--- src/rtl/timer_pkg.sv ---
// Shared definitions for the memory-mapped down-counting timer: FSM states,
// register offsets, CTRL bit layout and mode decoding.
package timer_pkg;

  localparam int DATA_W = 32;

  typedef enum logic [1:0] {
    IDLE = 2'd0,
    LOAD = 2'd1,
    CNT  = 2'd2,
    INT  = 2'd3
  } timerState_t;

  localparam logic [1:0] ADDR_CTRL   = 2'd0;
  localparam logic [1:0] ADDR_PRESET = 2'd1;
  localparam logic [1:0] ADDR_COUNT  = 2'd2;

  localparam int CTRL_EN       = 0;
  localparam int CTRL_MODE_LSB = 1;
  localparam int CTRL_MODE_MSB = 2;
  localparam int CTRL_IM       = 3;

  localparam logic [1:0] MODE_ONESHOT = 2'd0;
  localparam logic [1:0] MODE_RELOAD  = 2'd1;

  // Modes 2 and 3 are reserved and fall back to one-shot.
  function automatic logic [1:0] decodeMode(input logic [1:0] mode);
    return (mode == MODE_RELOAD) ? MODE_RELOAD : MODE_ONESHOT;
  endfunction

endpackage

--- src/rtl/timer_prescaler.sv ---
// Divides CNT-state cycles down to one decrement tick every PRESCALE cycles.
// Only instantiated by timer_dev when TIMER_PRESCALE_EN is defined.
module timer_prescaler #(
  parameter int PRESCALE = 4
) (
  input  logic clk,
  input  logic reset,
  input  logic clear,
  input  logic run,
  output logic tick
);

  localparam int PW = (PRESCALE > 1) ? $clog2(PRESCALE) : 1;
  localparam logic [PW-1:0] LAST = PW'(PRESCALE - 1);

  logic [PW-1:0] phase;

  always_ff @(posedge clk) begin
    if (reset || clear) begin
      phase <= '0;
    end else if (run) begin
      phase <= (phase == LAST) ? '0 : phase + 1'b1;
    end
  end

  assign tick = run && (phase == LAST);

endmodule

--- src/rtl/timer_dev.sv ---
// Memory-mapped down-counting timer with one-shot and auto-reload modes.
// Optional build macro TIMER_PRESCALE_EN slows the count by PRESCALE cycles per step.
module timer_dev
  import timer_pkg::*;
#(
  parameter int PRESCALE = 4
) (
  input  logic              clk,
  input  logic              reset,
  input  logic [1:0]        Addr,
  input  logic              WE,
  input  logic [DATA_W-1:0] Din,
  output logic [DATA_W-1:0] Dout,
  output logic              IRQ
);

  timerState_t       state, stateNext;
  logic [3:0]        ctrl;
  logic [DATA_W-1:0] preset, count, countNext;
  logic              irqFlag, irqNext, enNext;
  logic              cpuWrite, tick;

  assign cpuWrite = WE && (Addr == ADDR_CTRL || Addr == ADDR_PRESET);

`ifdef TIMER_PRESCALE_EN
  logic preClear, preRun;

  assign preClear = (state == LOAD) || cpuWrite;
  assign preRun   = (state == CNT);

  timer_prescaler #(
    .PRESCALE(PRESCALE)
  ) uPrescaler (
    .clk  (clk),
    .reset(reset),
    .clear(preClear),
    .run  (preRun),
    .tick (tick)
  );
`else
  // Every CNT cycle is a decrement step; PRESCALE has no effect in this build.
  assign tick = (PRESCALE > 0);
`endif

  always_ff @(posedge clk) begin
    if (reset) begin
      state   <= IDLE;
      ctrl    <= '0;
      preset  <= '0;
      count   <= '0;
      irqFlag <= 1'b0;
    end else begin
      state   <= stateNext;
      count   <= countNext;
      irqFlag <= irqNext;
      if (WE && Addr == ADDR_CTRL) begin
        ctrl <= Din[3:0];
      end else begin
        ctrl[CTRL_EN] <= enNext;
      end
      if (WE && Addr == ADDR_PRESET) begin
        preset <= Din;
      end
    end
  end

  always_comb begin
    stateNext = state;
    countNext = count;
    irqNext   = irqFlag;
    enNext    = ctrl[CTRL_EN];
    case (state)
      IDLE: begin
        if (ctrl[CTRL_EN]) stateNext = LOAD;
      end
      LOAD: begin
        countNext = preset;
        stateNext = CNT;
      end
      CNT: begin
        if (!ctrl[CTRL_EN]) begin
          stateNext = IDLE;
        end else if (tick) begin
          // A preset of 0 expires like a preset of 1; COUNT never wraps.
          if (count <= DATA_W'(1)) begin
            countNext = '0;
            irqNext   = 1'b1;
            stateNext = INT;
          end else begin
            countNext = count - 1'b1;
          end
        end
      end
      INT: begin
        if (decodeMode(ctrl[CTRL_MODE_MSB:CTRL_MODE_LSB]) == MODE_RELOAD) begin
          irqNext   = 1'b0;
          stateNext = LOAD;
        end else begin
          enNext    = 1'b0;
          stateNext = IDLE;
        end
      end
      default: stateNext = IDLE;
    endcase
    // CPU register writes take the edge: restart from IDLE, drop the flag, keep COUNT.
    if (cpuWrite) begin
      stateNext = IDLE;
      irqNext   = 1'b0;
      countNext = count;
    end
  end

  always_comb begin
    Dout = '0;
    case (Addr)
      ADDR_CTRL:   Dout = {{(DATA_W-4){1'b0}}, ctrl};
      ADDR_PRESET: Dout = preset;
      ADDR_COUNT:  Dout = count;
      default:     Dout = '0;
    endcase
  end

  assign IRQ = irqFlag & ctrl[CTRL_IM];

endmodule

--- config.mk ---
export PLATFORM = sky130hd
export DESIGN_NAME = timer_dev
export DESIGN_NICKNAME = d
export VERILOG_FILES = /design/src/rtl/timer_pkg.sv /design/src/rtl/timer_prescaler.sv /design/src/rtl/timer_dev.sv
export SDC_FILE = /design/constraint.sdc
export NUM_CORES = 1
export LEC_CHECK = 0
export CORE_ASPECT_RATIO = 0.75
export CORE_MARGIN = 1
export CORE_UTILIZATION = 29
export CTS_BUF_LIST = sky130_fd_sc_hd__clkbuf_8
export DETAILED_ROUTE_END_ITERATION = 10
export PLACE_DENSITY_LB_ADDON = 0.05
export SYNTH_ARGS = -nofsm -noshare
export SYNTH_HDL_FRONTEND = slang
export SYNTH_SLANG_ARGS = --single-unit
--- constraint.sdc ---
create_clock -name clk -period 3.02 [get_ports clk]
set_clock_uncertainty 0.1 [all_clocks]
set_input_delay 0.302 -clock clk [delete_from_list [all_inputs] [get_ports clk]]
set_output_delay 0.302 -clock clk [all_outputs]
set_load 0.1 [all_outputs]
---- After elaboration in Yosys (flattened, before gate mapping) ----
Index checks and enable logic that the tools add are counted.
operators by class
  eq/ne operators ......................... 13
  $lt $le $gt $ge ......................... 1
  mux-type cells .......................... 17
  add/subtract/negate cells ............... 1
  reductions and logical operators ........ 14
  bitwise logic cells ..................... 2
operators with widths
  operator                 number
  $pmux W32 S3             1
  $mux W32                 2
  $pmux W32 S2             1
  $le A32 B1 Y1 const B    1
  $sub A32 B1 Y32 const B  1
  $ne A2 B2 Y1 const B     5
  $mux W1                  8
  $pmux W2 S4              1
  $eq A2 B1 Y1 const B     3
  $eq A2 B2 Y1 const B     3
  $mux W2                  3
  $reduce_bool A2 Y1       3
  $logic_not A2 Y1         2
  $reduce_and A2 Y1        2
  $reduce_and A4 Y1        1
  $logic_and A1 B1 Y1      3
  $ne A3 B3 Y1 const B     1
  $reduce_and A3 Y1        1
  $pmux W1 S2              1
  $reduce_or A2 Y1         1
  $and A1 B1 Y1            1
  $eq A1 B1 Y1 const B     1
  $logic_or A1 B1 Y1       1
  $not A1 Y1               1
word-level totals
  word-level logic and storage cells ...... 54
  register bits after elaboration ......... 71

---- Depth between registers and ports, before layout ----
Gate-level depths: netlist of the first run.
  depth after elaboration ................. 6
  depth in mapped cells ................... 10

---- Worst setup path after synthesis of the first run ----
OpenSTA, ideal clock, no wires.
  path kind ............................... in2out
  from .................................... in Addr[1]
  to ...................................... out Dout[0]
  data arrival time ....................... 2776 ps
  path slack .............................. -158 ps
  stages on the path ...................... 3
  cell sequence ........................... clkbuf_1 > mux2i_1 > o21ai_0
on the way
  longest elaborated chain between the ends .. 2
ends and longest elaborated chain
  element                                     RTL line          source
  from (decl)                                 timer_dev.sv:10   input logic [1:0] Addr,
  $eq A2 B2 Y1, or another cell as far along  timer_dev.sv:115  case (Addr)
  $pmux W32 S3 *                              timer_dev.sv:115
  to (decl)                                   timer_dev.sv:13   output logic [DATA_W-1:0] Dout,
Every way passes the cells marked *; elsewhere a longest branch is shown, timed or not.

---- Worst setup path after layout of the first run ----
  from .................................... reg count[21]
  to ...................................... reg irqFlag
on the way
  longest elaborated chain between the ends .. 3
ends and longest elaborated chain
  element                      RTL line         source
  from (decl)                  timer_dev.sv:19  logic [DATA_W-1:0] preset, count, countNext;
  from (signal assigned)       timer_dev.sv:54  count <= countNext;
  $le A32 B1 Y1                timer_dev.sv:85  if (count <= DATA_W'(1)) begin
  $ne A2 B2 Y1 (no line)       --
  $reduce_and A4 Y1 (no line)  --
  to (signal assigned)         timer_dev.sv:55  irqFlag <= irqNext;
  to (decl)                    timer_dev.sv:20  logic irqFlag, irqNext, enNext;
Every way passes these cells.
A chain may end at the register's enable or synchronous reset.

==> results.cfg, run 1 <==
[status]
status = finished, final reports clean

[route]
num_vias = 4480
initialDrtViolationCount = 245
drc = 0
wire_per_inst_um = 18.5
ant_nets = 0
post_drt_via_cell_ratio = 5.63
first_pass_iters = 4
routed_wl_um = 14700

[cts]
cts_resized = 0
worstSkewPairLatency_ns = 0.36
path_clk_slew_ns = 0.08
cts-buffers-inserted = 9
cts_sinks = 71
cts_tree = done
cts-root-buf = clkbuf_8
hold_buffers = 0
cts_buffer_depth = 2
h-tree-depth = 3
cts_setup_buffers = 0

[placed_design]
numPortBuffers = 69
gp_congestion = 0.881
dp_hpwl_um = 10500

[floorplanning]
core_sq_um = 13800
rows = 37
dieArea_sq_um = 14800
die_height_um = 106
ios = 70
initial_core_util = 0.300
die_w_um = 140

[logic_synthesis]
ys_types = 59
ys_warn_count = 0
ys.flop_type = dfxtp_1
synthCells = 549
syn-num-nets = 592
synth_edf_count = 0
yosysSeqAreaShare = 0.342
async_flop_share = 0
avgSynthCellArea_sq_um = 7.57
ys_seq_elements = 71
syn_area_sq_um = 4160

[setup_path]
crit_path_start_kind = register
end_kind = register
critPathArrivalTime_ns = 2.89
path_max_fanout = 9
required_ns = 3.21
path_class = reg2reg

[power_and_ir_drop]
ir_drop_uv = 173
leakagePower_nw = 2.02
power_density_nw_per_um2 = 382

[global_route]
grt_pass1_vias = 4363
grt_usage = 0.206
antenna_found_initial = 0
grt_pass1_wl_um = 23600
grt_overflow = 0
grt_start_max_net_pins = 33

[sta]
worst_pin_slew_ns = 0.646
hold_viol = 0
maxSlewHeadroom = 0.566
post-route-min-period_ns = 2.70
fmax_ghz = 0.370
holdWs_ns = 0.242
report.final.slew_viol_count = 0
finalSetupTns_ns = 0
rsz0062_at_grt = false
min_period_over_period = 0.895
setup_viol = 0

[finish]
area_delta_synth_final_pct = 34.3
drive_above_1_share = 0.140
fillers = 1422
n_antenna_cell = 0
nNetsFinal = 661

[worst_hold_path]
hp-class = in2reg

[run]
maxCapViolCount = 0
[placed cells by master, fill, tap and decap left out, types with 5 or more instances in the layout]
| cell type | netlist | routed |
|---|---|---|
| nor4_1 | 18 | 18 |
| nor2b_1 | 8 | 6 |
| a21oi_1 | 53 | 53 |
| or4_1 | 6 | 6 |
| nand4_1 | 6 | 6 |
| nor3_1 | 14 | 14 |
| nor2_1 | 25 | 25 |
| nand2_1 | 97 | 97 |
| o21a_1 | 5 | 5 |
| a31oi_1 | 20 | 20 |
| mux2i_1 | 5 | 5 |
| clkbuf_8 | 0 | 9 |
| o21ai_0 | 21 | 17 |
| nand2b_1 | 8 | 8 |
| inv_1 | 18 | 21 |
| nand3_1 | 20 | 20 |
| buf_12 | 0 | 33 |
| a32oi_1 | 7 | 7 |
| buf_4 | 0 | 34 |
| o32ai_1 | 6 | 6 |
| dfxtp_1 | 71 | 71 |
| ha_1 | 6 | 6 |
| a22o_1 | 28 | 28 |
| clkdlybuf4s50_1 | 0 | 35 |
[layer usage]
metal | part of all wire | GRT usage
met1 | 0.50 | 0.288
met2 | 0.45 | 0.318
met3 | 0.043 | 0.0373
met4 | 0.011 | 0.0636
met5 | 0 | 0
[through the flow]
| stage | instance area, sq um | cells | utilization | total power [mW] | worst slack [ns] |
|---|---|---|---|---|---|
| after global routing | 5590 | 796 | 0.404 | 2.23 | 0.210 |
| after global placement | 5440 | 782 | 0.393 | 1.51 | 0.394 |
| after detailed placement | 5440 | 782 | 0.393 | 1.51 | 0.364 |
| after floorplan | 4160 | 549 | - | 1.31 | 0.296 |
| final | 5590 | 796 | 0.404 | 2.14 | 0.317 |
| after CTS | 5590 | 796 | 0.404 | 2.15 | 0.342 |
[worst max-delay path, stage by stage (launching register included)]
cell and delay [ns]:
dfxtp_1 0.36, or4_4 0.60, or4_4 0.56, nand4b_2 0.45
o31a_1 0.39, nor3_1 0.17
[state kept, by name, indices dropped and copies added (netlist names)]
register,flops
preset,32
state,2
ctrl,4
irqFlag,1
count,32
[cells in the mapped netlist, types with 3 or more instances]
cell / instances / area [sq um]
nand2_1: 97 / 364
dfxtp_1: 71 / 1420
a21oi_1: 53 / 265
clkbuf_1: 30 / 113
a22o_1: 28 / 245
nor2_1: 25 / 93.8
o21ai_0: 21 / 105
a31oi_1: 20 / 125
nand3_1: 20 / 100
inv_1: 18 / 67.6
nor4_1: 18 / 113
nor3_1: 14 / 70.1
buf_1: 8 / 30.0
nand2b_1: 8 / 50.1
nor2b_1: 8 / 50.1
a32oi_1: 7 / 61.3
ha_1: 6 / 75.1
nand4_1: 6 / 37.5
o32ai_1: 6 / 52.6
or4_1: 6 / 45.0
mux2i_1: 5 / 50.1
o21a_1: 5 / 37.5
a22oi_1: 4 / 30.0
and3_1: 4 / 25.0
buf_6: 4 / 45.0
or3_1: 4 / 25.0
a211oi_1: 3 / 22.5
a21o_1: 3 / 22.5
and2_1: 3 / 18.8
nor3b_1: 3 / 22.5
o311ai_0: 3 / 26.3
o31a_1: 3 / 26.3
[power breakdown]
part	switching [mW]	internal, mW	leakage (nW)	total, mW
sequential	0.0260	0.959	0.575	0.985
combinational	0.320	0.189	1.36	0.508
clock	0.364	0.277	0.0885	0.642
[logic make-up (layout without fill, tap and decap cells)]
logic type               Yosys count  count (layout)  synth area share
flip-flops                        71              71             0.342
AO/OA/AOI/OAI                    177             177             0.292
XOR/XNOR                           1               1           0.00211
AND/OR/NAND/NOR                  226             226             0.267
multiplexers                       5               5            0.0120
adder cells (fa/ha/maj)            6               6            0.0181
buffers and inverters             63             135            0.0674
[final timing paths]
check                   from         end  slack [ns]  cells after the start
setup / recovery   count[21]     irqFlag        0.32                      5
hold / removal         reset   count[29]        0.24                      2
setup reg to reg   count[21]     irqFlag        0.32                      5
hold reg to reg   preset[16]  preset[16]        0.37                      2
[area by class of cell]
cell class,instances,area [sq um],share of cell area
well taps,175,219,0.0392
multi-input cells,415,2460,0.441
clock buffers,9,124,0.0222
flip-flops and latches,71,1420,0.254
clock inverters,5,21.3,0.00381
repair buffers,103,1270,0.228
inverters,18,67.6,0.0121
Note: power is estimated with default switching activity, not from simulation.
==> run 2: changes to the inputs <==
TNS_END_PERCENT = 100   (was unset)
clock period = 3.5 ns   (was 3.02 ns; I/O delays follow)
==> run 2 against run 1 <==
Net effect:
- register-to-register slack better by 0.15 ns
- wire length down 5.1%
- sequential cell count unchanged
- non-clock buffer count down 15
- die area unchanged
- clock power down 7.3%
- hold slack better by 0.094 ns
- critical path type unchanged
- largest cell class unchanged
==> results.cfg, run 2 (synthesized netlist as in run 1, its figures left out) <==
[setup_path]
reg2reg_to = count[22]
r2r_cells = 7
end_kind = register
crit_path_start_kind = register
path_max_fanout = 26
required_ns = 3.62
rrSetupSlack_ns = 0.46
critPathLaunch = count[0]
r2r_start = count[0]
endpoint = count[22]
path_class = reg2reg
critPathArrivalTime_ns = 3.16

[status]
status = finished, final reports clean

[cts]
hold_buffers = 0
path_clk_slew_ns = 0.08
cts-root-buf = clkbuf_8
cts_tree = done
worstSkewPairLatency_ns = 0.35
cts_buffer_depth = 2
cts-buffers-inserted = 9
cts_sinks = 71
cts_resized = 0
cts_setup_buffers = 0
h-tree-depth = 3

[floorplanning]
ios = 70
core_sq_um = 13800
die_height_um = 106
rows = 37
dieArea_sq_um = 14800
die_w_um = 140
initial_core_util = 0.300

[worst_hold_path]
worstHoldStart = reset
hp-class = in2reg
holdPathStages = 2

[finish]
drive_above_1_share = 0.119
nNetsFinal = 646
area_delta_synth_final_pct = 31.8
reg.largest.list = count: 32 flops, preset: 32 flops, ctrl: 4 flops
multi_input_area_sq_um = 2460
seq_area_sq_um = 1420
final_common_cell = nand2_1
fillers = 1405
mostFrequentLayoutCells = nand2_1 (97), dfxtp_1 (71), a21oi_1 (53)
n_antenna_cell = 0

[global_route]
grt_usage = 0.197
grt_start_max_net_pins = 35
grt_pass1_vias = 4197
grt_overflow = 0
grt_pass1_wl_um = 22900
antenna_found_initial = 0

[route]
post_drt_via_cell_ratio = 5.62
num_vias = 4390
wire_per_inst_um = 17.9
first_pass_iters = 5
initialDrtViolationCount = 269
drc = 0
routed_wl_um = 14000
ant_nets = 0

[placed_design]
gp_congestion = 0.879
numPortBuffers = 69
dp_hpwl_um = 9910

[sta]
min_period_over_period = 0.868
report.final.slew_viol_count = 0
hold_viol = 0
holdWs_ns = 0.335
worst_pin_slew_ns = 1.13
rsz0062_at_grt = false
fmax_ghz = 0.329
post-route-min-period_ns = 3.04
finalSetupTns_ns = 0
maxSlewHeadroom = 0.245
setup_viol = 0

[power_and_ir_drop]
power_switching_mw = 0.603
p_seq_frac = 0.455
ir_drop_uv = 164
power_density_nw_per_um2 = 341
leakagePower_nw = 1.95
p_comb_frac = 0.226
swShare = 0.323
p_int_mw = 1.26
p_clk_frac = 0.319

[run]
maxCapViolCount = 0
-- run 2: cell types whose count changed in the layout (fill, tap and decap cells not counted), sizes merged --
cell / change
buf: -16
clkbuf: +2
clkdlybuf4s50: +1
clkinv: -1
inv: -1
-- run 2: layer usage --
metal  GRT usage  wire length [um]  vias to the layer above  share of wire
li1            -                 -                     2146              -
met3      0.0341               674                       17          0.048
met1       0.281              6980                     2105           0.50
met5           0                 0                        -              0
met4      0.0557               167                        0          0.012
met2       0.302              6160                      122           0.44
-- run 2: power groups by stage --
stage | clock network [mW] | logic, mW | registers [mW]
final | 0.595 | 0.422 | 0.850
after global routing | 0.649 | 0.457 | 0.854
after CTS | 0.618 | 0.422 | 0.850
after detailed placement | 0 | 0.420 | 0.869
after global placement | 0 | 0.419 | 0.868
after floorplan | 0 | 0.269 | 0.861
-- run 2: final cells by class --
class	count	area share
Multi-Input combinational cell	415	0.449
Sequential cell	71	0.259
Timing Repair Buffer	88	0.210
Tap cell	175	0.0399
Clock buffer	11	0.0276
Inverter	18	0.0123
Clock inverter	3	0.00228
-- run 2: stage by stage --
step                setup slack, ns   util  total power [mW]  instance area [sq um]  std cells
floorplan                     0.226      -              1.13                   4160        549
global placement              0.601  0.384              1.29                   5320        767
detailed placement            0.523  0.384              1.29                   5320        767
CTS                           0.484  0.396              1.89                   5480        781
global route                  0.106  0.396              1.96                   5480        781
finish                        0.463  0.396              1.87                   5480        781
-- run 2: how the worst min path moves through the flow --
stage,to
2_1_floorplan,preset[3]
3_3_place_gp,preset[22]
3_5_place_dp,preset[3]
4_1_cts,preset[13]
5_1_grt,preset[8]
6_report,preset[8]
-- run 2: critical path, stage by stage, from the launching register on --
cell and delay (ns):
dfxtp_1 0.45, inv_1 0.11, ha_1 0.31, nor2_1 0.21, nand4b_1 0.24, o31a_1 0.91
a211oi_1 0.17, a2111oi_0 0.40
==> run 3: changes to the inputs <==
clock period = 3.46 ns   (was 3.5 ns; I/O delays follow)
==> run 3 against run 2 <==
Net effect:
- final area up 0.41%
- sequential share of layout area is 0.11 points lower
- register-to-register slack lost 0.06 ns
- die area unchanged
- sequential cell count unchanged
- via count down 0.27%
- first-iteration DRC count is 5.2% lower
- clock power is 22% higher
- global-route usage shrank 0.13 points
- clock-buffer cell count rose by 1
- combinational power about the same
==> results.cfg, run 3 (synthesized netlist as in run 1, its figures left out) <==
[finish]
final_common_cell = nand2_1
mostFrequentLayoutCells = nand2_1 (97), dfxtp_1 (71), a21oi_1 (53)
nNetsFinal = 643
fin_cells = 780
area_delta_synth_final_pct = 32.4
reg.largest.list = count: 32 flops, preset: 32 flops, ctrl: 4 flops
final_util = 0.398
n_antenna_cell = 0
drive_above_1_share = 0.119
fillers = 1452

[placed_design]
numPortBuffers = 69
placed_cells = 764
dp_hpwl_um = 9770
gp_congestion = 0.856

[sta]
hold_viol = 0
maxSlewHeadroom = 0.229
worst_pin_slew_ns = 1.16
setup_viol = 0
report.final.slew_viol_count = 0
fmax_ghz = 0.327
post-route-min-period_ns = 3.05
finalSetupTns_ns = 0
holdWs_ns = 0.327
min_period_over_period = 0.883
rsz0062_at_grt = false

[route]
wire_per_inst_um = 18.0
post_drt_via_cell_ratio = 5.61
initialDrtViolationCount = 255
drc = 0
ant_nets = 0
num_vias = 4378
first_pass_iters = 5
routed_wl_um = 14100

[run]
maxCapViolCount = 0

[global_route]
grt_pass1_wl_um = 22600
grt_usage = 0.196
grt_overflow = 0
grt_pass1_vias = 4143
grt_start_max_net_pins = 35
antenna_found_initial = 0

[floorplanning]
die_w_um = 140
die_height_um = 106
dieArea_sq_um = 14800
ios = 70
core_sq_um = 13800
rows = 37
initial_core_util = 0.300

[power_and_ir_drop]
swShare = 0.315
power_switching_mw = 0.633
p_int_mw = 1.38
leakagePower_nw = 1.96
p_seq_frac = 0.427
power_density_nw_per_um2 = 365
total_power_mw = 2.01
p_comb_frac = 0.211
p_clk_frac = 0.362
ir_drop_uv = 153

[cts]
hold_buffers = 0
worstSkewPairLatency_ns = 0.37
cts_tree = done
cts-root-buf = clkbuf_8
cts_setup_buffers = 0
path_clk_slew_ns = 0.09
cts_sinks = 71
cts-buffers-inserted = 9
h-tree-depth = 3
cts_resized = 0
cts_buffer_depth = 2

[setup_path]
end_kind = register
crit_path_max_incr_delay_ns = 0.93
path_class = reg2reg
critPathArrivalTime_ns = 3.19
slowest_stage = o31a_1
path_cells = inv_1, ha_1, nor2_1, nand4b_1, o31a_1, a211oi_1, a2111oi_0
path_max_fanout = 26
crit_path_start_kind = register
required_ns = 3.60

[worst_hold_path]
hp-class = in2reg

[status]
status = finished, final reports clean
## run 3: changes by cell type in the layout (fill, tap and decap cells not counted), sizes merged
cell    change
clkinv      +1
bufinv      +1
inv         -1
clkbuf      +1
buf         -3
## run 3: power groups by stage
stage / combinational [mW] / sequential [mW] / clock (mW)
3_3_place_gp: 0.423 / 0.878 / 0
4_1_cts: 0.423 / 0.859 / 0.742
2_1_floorplan: 0.272 / 0.871 / 0
6_report: 0.424 / 0.859 / 0.727
5_1_grt: 0.459 / 0.862 / 0.771
3_5_place_dp: 0.421 / 0.879 / 0
## run 3: layout make-up
class / instances / area [sq um] / area share
Clock buffer: 12 / 165 / 0.0300
Clock inverter: 4 / 43.8 / 0.00796
Inverter: 18 / 67.6 / 0.0123
Multi-Input combinational cell: 415 / 2460 / 0.447
Sequential cell: 71 / 1420 / 0.258
Tap cell: 175 / 219 / 0.0398
Timing Repair Buffer: 85 / 1130 / 0.205
## run 3: worst paths after layout
check,startpoint,endpoint,slack [ns],depth (start not counted)
hold / removal,reset,preset[5],0.33,2
setup reg to reg,count[0],count[22],0.41,7
setup / recovery,count[0],count[22],0.41,7
hold reg to reg,preset[22],preset[22],0.37,2
## run 3: worst max-delay path, delay by kind of cell, from the launching register on
kind                     cells  cell delay (ns)
adder cells (fa/ha/maj)      1             0.32
AND/OR/NAND/NOR              2             0.45
flip-flops                   1             0.46
AO/OA/AOI/OAI                3             1.47
buffers and inverters        1             0.11
## run 3: layer usage
metal / up-vias / global-route usage / share of wire
met3: 13 / 0.0409 / 0.049
li1: 2134 / - / -
met1: 2110 / 0.275 / 0.50
met5: - / 0 / 0
met4: 0 / 0.0573 / 0.011
met2: 121 / 0.298 / 0.44
## run 3: through the flow
step                      area [sq um]  setup slack (ns)
final                             5500             0.406
after global routing              5500             0.179
after CTS                         5500             0.411
after detailed placement          5300             0.435
after global placement            5300             0.545
after floorplan                   4160             0.194
